$ cat src/rtl/mips_mc_pkg.sv
// Shared types and encodings for the multicycle MIPS control FSM.
// moore_decode gives the per-state datapath controls before any Mem_Ready/Zero qualification.
package mips_mc_pkg;

  typedef enum logic [3:0] {
    S_FETCH    = 4'd0,
    S_DECODE   = 4'd1,
    S_MEMADR   = 4'd2,
    S_MEMREAD  = 4'd3,
    S_MEMWB    = 4'd4,
    S_MEMWRITE = 4'd5,
    S_EXECUTE  = 4'd6,
    S_ALUWB    = 4'd7,
    S_BRANCH   = 4'd8,
    S_ADDIEXEC = 4'd9,
    S_ADDIWB   = 4'd10,
    S_JUMP     = 4'd11
  } state_t;

  localparam logic [5:0] OP_RTYPE = 6'b000000;
  localparam logic [5:0] OP_LW    = 6'b100011;
  localparam logic [5:0] OP_SW    = 6'b101011;
  localparam logic [5:0] OP_BEQ   = 6'b000100;
  localparam logic [5:0] OP_ADDI  = 6'b001000;
  localparam logic [5:0] OP_J     = 6'b000010;

  localparam logic [5:0] FN_ADD = 6'b100000;
  localparam logic [5:0] FN_SUB = 6'b100010;
  localparam logic [5:0] FN_AND = 6'b100100;
  localparam logic [5:0] FN_OR  = 6'b100101;
  localparam logic [5:0] FN_SLT = 6'b101010;

  localparam logic [2:0] ALU_ADD = 3'b010;
  localparam logic [2:0] ALU_SUB = 3'b110;
  localparam logic [2:0] ALU_AND = 3'b000;
  localparam logic [2:0] ALU_OR  = 3'b001;
  localparam logic [2:0] ALU_SLT = 3'b111;

  localparam logic [1:0] PC_ALU    = 2'b00;
  localparam logic [1:0] PC_ALUOUT = 2'b01;
  localparam logic [1:0] PC_JUMP   = 2'b10;

  localparam logic [1:0] SRCB_B      = 2'b00;
  localparam logic [1:0] SRCB_FOUR   = 2'b01;
  localparam logic [1:0] SRCB_IMM    = 2'b10;
  localparam logic [1:0] SRCB_IMM_SH = 2'b11;

  typedef struct packed {
    logic       mem_req;
    logic       mem_write;
    logic       iord;
    logic       pc_write;
    logic       branch;
    logic [1:0] pc_src;
    logic       alu_src_a;
    logic [1:0] alu_src_b;
    logic [2:0] alu_ctrl;
    logic       reg_dst;
    logic       mem_to_reg;
    logic       reg_write;
  } ctrl_t;

  function automatic ctrl_t moore_decode(input state_t s);
    ctrl_t c;
    c = '0;
    case (s)
      S_FETCH:    begin c.mem_req = 1'b1; c.alu_src_b = SRCB_FOUR; c.alu_ctrl = ALU_ADD; c.pc_src = PC_ALU; end
      S_DECODE:   begin c.alu_src_b = SRCB_IMM_SH; c.alu_ctrl = ALU_ADD; end
      S_MEMADR:   begin c.alu_src_a = 1'b1; c.alu_src_b = SRCB_IMM; c.alu_ctrl = ALU_ADD; end
      S_MEMREAD:  begin c.mem_req = 1'b1; c.iord = 1'b1; end
      S_MEMWB:    begin c.mem_to_reg = 1'b1; c.reg_write = 1'b1; end
      S_MEMWRITE: begin c.mem_req = 1'b1; c.mem_write = 1'b1; c.iord = 1'b1; end
      S_EXECUTE:  begin c.alu_src_a = 1'b1; c.alu_src_b = SRCB_B; end
      S_ALUWB:    begin c.reg_dst = 1'b1; c.reg_write = 1'b1; end
      S_BRANCH:   begin
        c.alu_src_a = 1'b1; c.alu_src_b = SRCB_B; c.alu_ctrl = ALU_SUB;
        c.pc_src = PC_ALUOUT; c.branch = 1'b1;
      end
      S_ADDIEXEC: begin c.alu_src_a = 1'b1; c.alu_src_b = SRCB_IMM; c.alu_ctrl = ALU_ADD; end
      S_ADDIWB:   c.reg_write = 1'b1;
      S_JUMP:     begin c.pc_src = PC_JUMP; c.pc_write = 1'b1; end
      default:    c = '0;
    endcase
    return c;
  endfunction

endpackage

$ cat src/rtl/mips_mc_alu_dec.sv
// Funct field to ALUControl decoder for R-type execute; flags any funct the ALU cannot perform.
module mips_mc_alu_dec
  import mips_mc_pkg::*;
(
  input  logic [5:0] funct,
  output logic [2:0] alu_ctrl,
  output logic       illegal
);

  always_comb begin
    alu_ctrl = ALU_ADD;
    illegal  = 1'b0;
    case (funct)
      FN_ADD:  alu_ctrl = ALU_ADD;
      FN_SUB:  alu_ctrl = ALU_SUB;
      FN_AND:  alu_ctrl = ALU_AND;
      FN_OR:   alu_ctrl = ALU_OR;
      FN_SLT:  alu_ctrl = ALU_SLT;
      default: illegal  = 1'b1;
    endcase
  end

endmodule

$ cat src/rtl/mips_multicycle_ctrl.sv
// Multicycle MIPS control FSM with memory wait states and timeout abort.
// Define MIPS_MC_PERF_CNT_EN to add the Cycle_Cnt / Instr_Cnt performance counters.
module mips_multicycle_ctrl
  import mips_mc_pkg::*;
#(
  parameter int WAIT_MAX = 15
`ifdef MIPS_MC_PERF_CNT_EN
  , parameter int CNT_W = 32
`endif
) (
  input  logic             CLK,
  input  logic             Reset,
  input  logic [5:0]       Opcode,
  input  logic [5:0]       Funct,
  input  logic             Zero,
  input  logic             Mem_Ready,
  output logic             Mem_Req,
  output logic             MemWrite,
  output logic             IorD,
  output logic             IRWrite,
  output logic             PCEn,
  output logic [1:0]       PCSrc,
  output logic             ALUSrcA,
  output logic [1:0]       ALUSrcB,
  output logic [2:0]       ALUControl,
  output logic             RegDst,
  output logic             MemtoReg,
  output logic             RegWrite,
  output logic             Illegal,
  output logic             Mem_Err,
  output logic [3:0]       State
`ifdef MIPS_MC_PERF_CNT_EN
  , output logic [CNT_W-1:0] Cycle_Cnt
  , output logic [CNT_W-1:0] Instr_Cnt
`endif
);

  localparam logic [7:0] WAIT_LIM = 8'(WAIT_MAX);

  state_t     state_q, state_d;
  ctrl_t      ctrl_q, ctrl_d;
  logic [7:0] wait_q, wait_d;
  logic       mem_state, abort, op_illegal, fn_illegal;
  logic [2:0] fn_alu;

  mips_mc_alu_dec u_alu_dec (
    .funct    (Funct),
    .alu_ctrl (fn_alu),
    .illegal  (fn_illegal)
  );

  always_comb begin
    mem_state  = state_q inside {S_FETCH, S_MEMREAD, S_MEMWRITE};
    // A ready in the timeout cycle still completes the access.
    abort      = mem_state && !Mem_Ready && (wait_q == WAIT_LIM);
    op_illegal = 1'b0;
    state_d    = state_q;
    case (state_q)
      S_FETCH:    if (Mem_Ready) state_d = S_DECODE;
      S_DECODE: begin
        case (Opcode)
          OP_LW, OP_SW: state_d = S_MEMADR;
          OP_RTYPE:     state_d = S_EXECUTE;
          OP_BEQ:       state_d = S_BRANCH;
          OP_ADDI:      state_d = S_ADDIEXEC;
          OP_J:         state_d = S_JUMP;
          default: begin
            state_d    = S_FETCH;
            op_illegal = 1'b1;
          end
        endcase
      end
      S_MEMADR:   state_d = (Opcode == OP_LW) ? S_MEMREAD : S_MEMWRITE;
      S_MEMREAD:  if (Mem_Ready) state_d = S_MEMWB; else if (abort) state_d = S_FETCH;
      S_MEMWB:    state_d = S_FETCH;
      S_MEMWRITE: if (Mem_Ready || abort) state_d = S_FETCH;
      S_EXECUTE:  state_d = fn_illegal ? S_FETCH : S_ALUWB;
      S_ALUWB:    state_d = S_FETCH;
      S_BRANCH:   state_d = S_FETCH;
      S_ADDIEXEC: state_d = S_ADDIWB;
      S_ADDIWB:   state_d = S_FETCH;
      S_JUMP:     state_d = S_FETCH;
      default:    state_d = S_FETCH;
    endcase

    ctrl_d = moore_decode(state_d);

    // A FETCH abort re-enters FETCH, so the abort itself must also clear the count.
    if ((state_d != state_q) || abort)
      wait_d = '0;
    else if (mem_state && !Mem_Ready && (wait_q != WAIT_LIM))
      wait_d = wait_q + 8'd1;
    else
      wait_d = wait_q;
  end

  always_ff @(posedge CLK) begin
    if (!Reset) begin
      state_q <= S_FETCH;
      ctrl_q  <= moore_decode(S_FETCH);
      wait_q  <= '0;
    end else begin
      state_q <= state_d;
      ctrl_q  <= ctrl_d;
      wait_q  <= wait_d;
    end
  end

  // Every enable and pulse is held off while reset is being sampled.
  always_comb begin
    Mem_Req    = ctrl_q.mem_req & ~abort & Reset;
    MemWrite   = ctrl_q.mem_write & ~abort & Reset;
    IorD       = ctrl_q.iord;
    IRWrite    = (state_q == S_FETCH) & Mem_Ready & Reset;
    PCEn       = (((state_q == S_FETCH) & Mem_Ready) | ctrl_q.pc_write | (ctrl_q.branch & Zero)) & Reset;
    PCSrc      = ctrl_q.pc_src;
    ALUSrcA    = ctrl_q.alu_src_a;
    ALUSrcB    = ctrl_q.alu_src_b;
    ALUControl = (state_q == S_EXECUTE) ? fn_alu : ctrl_q.alu_ctrl;
    RegDst     = ctrl_q.reg_dst;
    MemtoReg   = ctrl_q.mem_to_reg;
    RegWrite   = ctrl_q.reg_write & Reset;
    Illegal    = (op_illegal | ((state_q == S_EXECUTE) & fn_illegal)) & Reset;
    Mem_Err    = abort & Reset;
    State      = state_q;
  end

`ifdef MIPS_MC_PERF_CNT_EN
  logic [CNT_W-1:0] cycle_cnt_q, cycle_cnt_d, instr_cnt_q, instr_cnt_d;
  logic             retire;

  always_comb begin
    retire = (state_q inside {S_MEMWB, S_ALUWB, S_BRANCH, S_ADDIWB, S_JUMP}) ||
             ((state_q == S_MEMWRITE) && Mem_Ready);
    cycle_cnt_d = cycle_cnt_q + CNT_W'(1);
    instr_cnt_d = retire ? instr_cnt_q + CNT_W'(1) : instr_cnt_q;
  end

  always_ff @(posedge CLK) begin
    if (!Reset) begin
      cycle_cnt_q <= '0;
      instr_cnt_q <= '0;
    end else begin
      cycle_cnt_q <= cycle_cnt_d;
      instr_cnt_q <= instr_cnt_d;
    end
  end

  assign Cycle_Cnt = cycle_cnt_q;
  assign Instr_Cnt = instr_cnt_q;
`endif

endmodule

$ cat config.mk
export PLATFORM = sky130hd
export DESIGN_NAME = mips_multicycle_ctrl
export DESIGN_NICKNAME = d
export VERILOG_FILES = /design/src/rtl/mips_mc_pkg.sv /design/src/rtl/mips_mc_alu_dec.sv /design/src/rtl/mips_multicycle_ctrl.sv
export SDC_FILE = /design/constraint.sdc
export NUM_CORES = 1
export LEC_CHECK = 0
export CAP_MARGIN = 20
export CORE_UTILIZATION = 52
export DETAILED_ROUTE_END_ITERATION = 12
export PLACE_DENSITY = 0.85
export REMOVE_ABC_BUFFERS = 1
export SYNTH_ARGS = -nofsm -noshare
export SYNTH_HDL_FRONTEND = slang
export SYNTH_SLANG_ARGS = --single-unit
$ cat constraint.sdc
create_clock -name CLK -period 4.94 [get_ports CLK]
set_input_delay 0.494 -clock CLK [delete_from_list [all_inputs] [get_ports CLK]]
set_output_delay 0.494 -clock CLK [all_outputs]
set_load 0.02 [all_outputs]
==> metrics.txt <==
Root Driver=clkbuf_4; core footprint=2567 um2; All-Layer GR Usage=26.14%; RSZ-0062 raised after global routing=no; Nets=226; crit-path cells=inv_1, o211ai_1, nor2_1, nor2_1, and2_1, clkdlybuf4s50_1; Num CTS Buffers=3; DRT iter0 DRCs=40; Pleak=0.6627 nW; post-synthesis async set-or-reset flop share=0%; first-pass GRT wire length=between 5000 and 6000 um; syn_area_per_cell=~8.2 um2; clock latency on the worst-skew pair=0.33 ns; Seq cells post-synth=26; crit start category=flop; # clock sinks=26; Final Skew=roughly 0.006 ns; min-delay worst type=flop to flop; worst hold slack=roughly 0.56 ns; worst slew pin tran=0.8152 ns; WS Path Type=flop to primary output; Most used DFF post-synth=dfxtp_1; Finished Cell Area=around 1900 um2; post-CTS setup buffers=0; Data required, critical path=4.45 ns; placer congestion estimate=roughly 0.84; fmax=319.5 MHz; P&R area growth vs syn=27.16%; die area=3024 um2; status=finished clean; register area share after synthesis=between 30% and 40%; CP endpoint kind=primary output; cts hold-fix bufs=0; Yosys warnings=0; cts repair resizes=0; port bufs=37; placed cell area=approximately 1800 um2; Rel. slew slack=between 40% and 50%; pin count of the biggest net entering global routing=17; drc violations=0; die width=54.99 um; PwrDens=245.0 nW/um2; drt total wl=3535 um; fin worst setup slack=1.810 ns; vias per cell=6.155; peak supply drop=227.7 uV; # setup viols final=0; initial antenna violation count=0; Routed WL per cell=14.85 um; Tcrit/Tclk final=about 63%; final slew viol count=0; Layout Utilization=72.32%; Reg clk slew, reported paths=0.14 ns; Post-synth EDFFs=0; Mapped Cells=about 180; Crit path top cell by count=nor2_1; estimated wirelength of the detail-placed design=2557 um; I/O pins=38; share of cells above drive strength 1=roughly 5.3%; Cell variety after synth=52; Final Power=0.4550 mW; CP arrival=2.64 ns; n_diodes=0; Critical Path Max Stage Delay=between 0.6 and 0.7 ns; worst-path fanout max=15; final hold vios=0; drt pass-1 iters=4; max_cap viols=0; Clock Path Buffers=2; Post-DRT Antenna Nets=0; Finished Layout Cells=238; num rows=18; Die H=54.99 um; CTS tree=yes; Final min period=3.130 ns; Cells after DPL=between 200 and 250; mapped cell area=1460 um2; Placement Setup Slack=between 1.5 and 2 ns; global route overflow=0; total number of vias=1465; slowest cell on the critical path=dfxtp_1; Post-Route Setup TNS=0 ns; htree depth=1; number of global-route vias before repair=1319; Starting Density=56.87%
cells by family (layout without fill, tap and decap cells):
group | Yosys count | count (layout) | synth area share, %
buffers and inverters | 17 | 47 | 5.912
AO/OA/AOI/OAI | 38 | 38 | 20.05
flip-flops | 26 | 26 | 35.65
adder cells (fa/ha/maj) | 1 | 1 | 0.8568
AND/OR/NAND/NOR | 84 | 84 | 30.08
multiplexers | 2 | 2 | 1.457
XOR/XNOR | 10 | 10 | 5.999
worst paths after layout:
kind | start | cells after the start | endpoint | slack [ns]
setup / recovery | State[0] | 6 | Mem_Req | 1.81
hold / removal | wait_q[1] | 2 | wait_q[1] | 0.56
setup reg to reg | State[2] | 6 | ctrl_q[0] | 2.30
hold reg to reg | wait_q[1] | 2 | wait_q[1] | 0.56
state kept, by name (all words and copies together) (netlist names):
signal    cells
wait_q        8
PCSrc         1
ALUSrcB       2
RegDst        1
IorD          1
ctrl_q        7
ALUSrcA       1
State         4
MemtoReg      1
layout make-up:
cell class                      instances  area [um2]
Clock buffer                            3       22.52
Clock inverter                          1       30.03
Fill cell                             206       710.7
Inverter                                6       22.52
Multi-Input combinational cell        135       853.3
Sequential cell                        26       520.5
Tap cell                               30       37.54
Timing Repair Buffer                   37       370.4
synth_stat cells, types with 5 or more instances:
| cell | count | area [um2] |
|---|---|---|
| a21oi_1 | 6 | 30.03 |
| clkbuf_1 | 5 | 18.77 |
| dfxtp_1 | 26 | 520.5 |
| inv_1 | 5 | 18.77 |
| nand2_1 | 9 | 33.78 |
| nand3_1 | 8 | 40.04 |
| nand4_1 | 5 | 31.28 |
| nor2_1 | 25 | 93.84 |
| nor3_1 | 11 | 55.05 |
| o21ai_0 | 9 | 45.04 |
| xor2_1 | 7 | 61.31 |
per-layer routing:
layer	track usage, %	part of all wire (%)
met1	32.67	42
met2	45.98	50
met3	3.825	6.7
met4	7.917	1.2
met5	0	0
critical path, delay by kind of cell (launching register included):
family | cells | cell delay [ns]
buffers and inverters | 2 | 0.79
flip-flops | 1 | 0.65
AND/OR/NAND/NOR | 3 | 0.45
AO/OA/AOI/OAI | 1 | 0.42
placed cells by master (no fill, tap or decap), types with 3 or more instances in the layout:
master,synthesis,layout
a21oi_1,6,6
and2_1,4,4
and3_1,3,3
clkbuf_4,0,3
clkdlybuf4s50_1,0,37
dfxtp_1,26,26
inv_1,5,5
nand2_1,9,9
nand3_1,8,8
nand4_1,5,5
nor2_1,25,25
nor3_1,11,11
nor4_1,4,4
o21ai_0,9,9
xnor2_1,3,3
xor2_1,7,7
power breakdown:
group	switching [mW]	total, mW	internal [mW]
registers	0.00644	0.222	0.216
logic	0.0457	0.0871	0.0414
clock network	0.0638	0.146	0.0821
total	0.116	0.455	0.339
No activity file was read; power rests on OpenSTA's default activity.
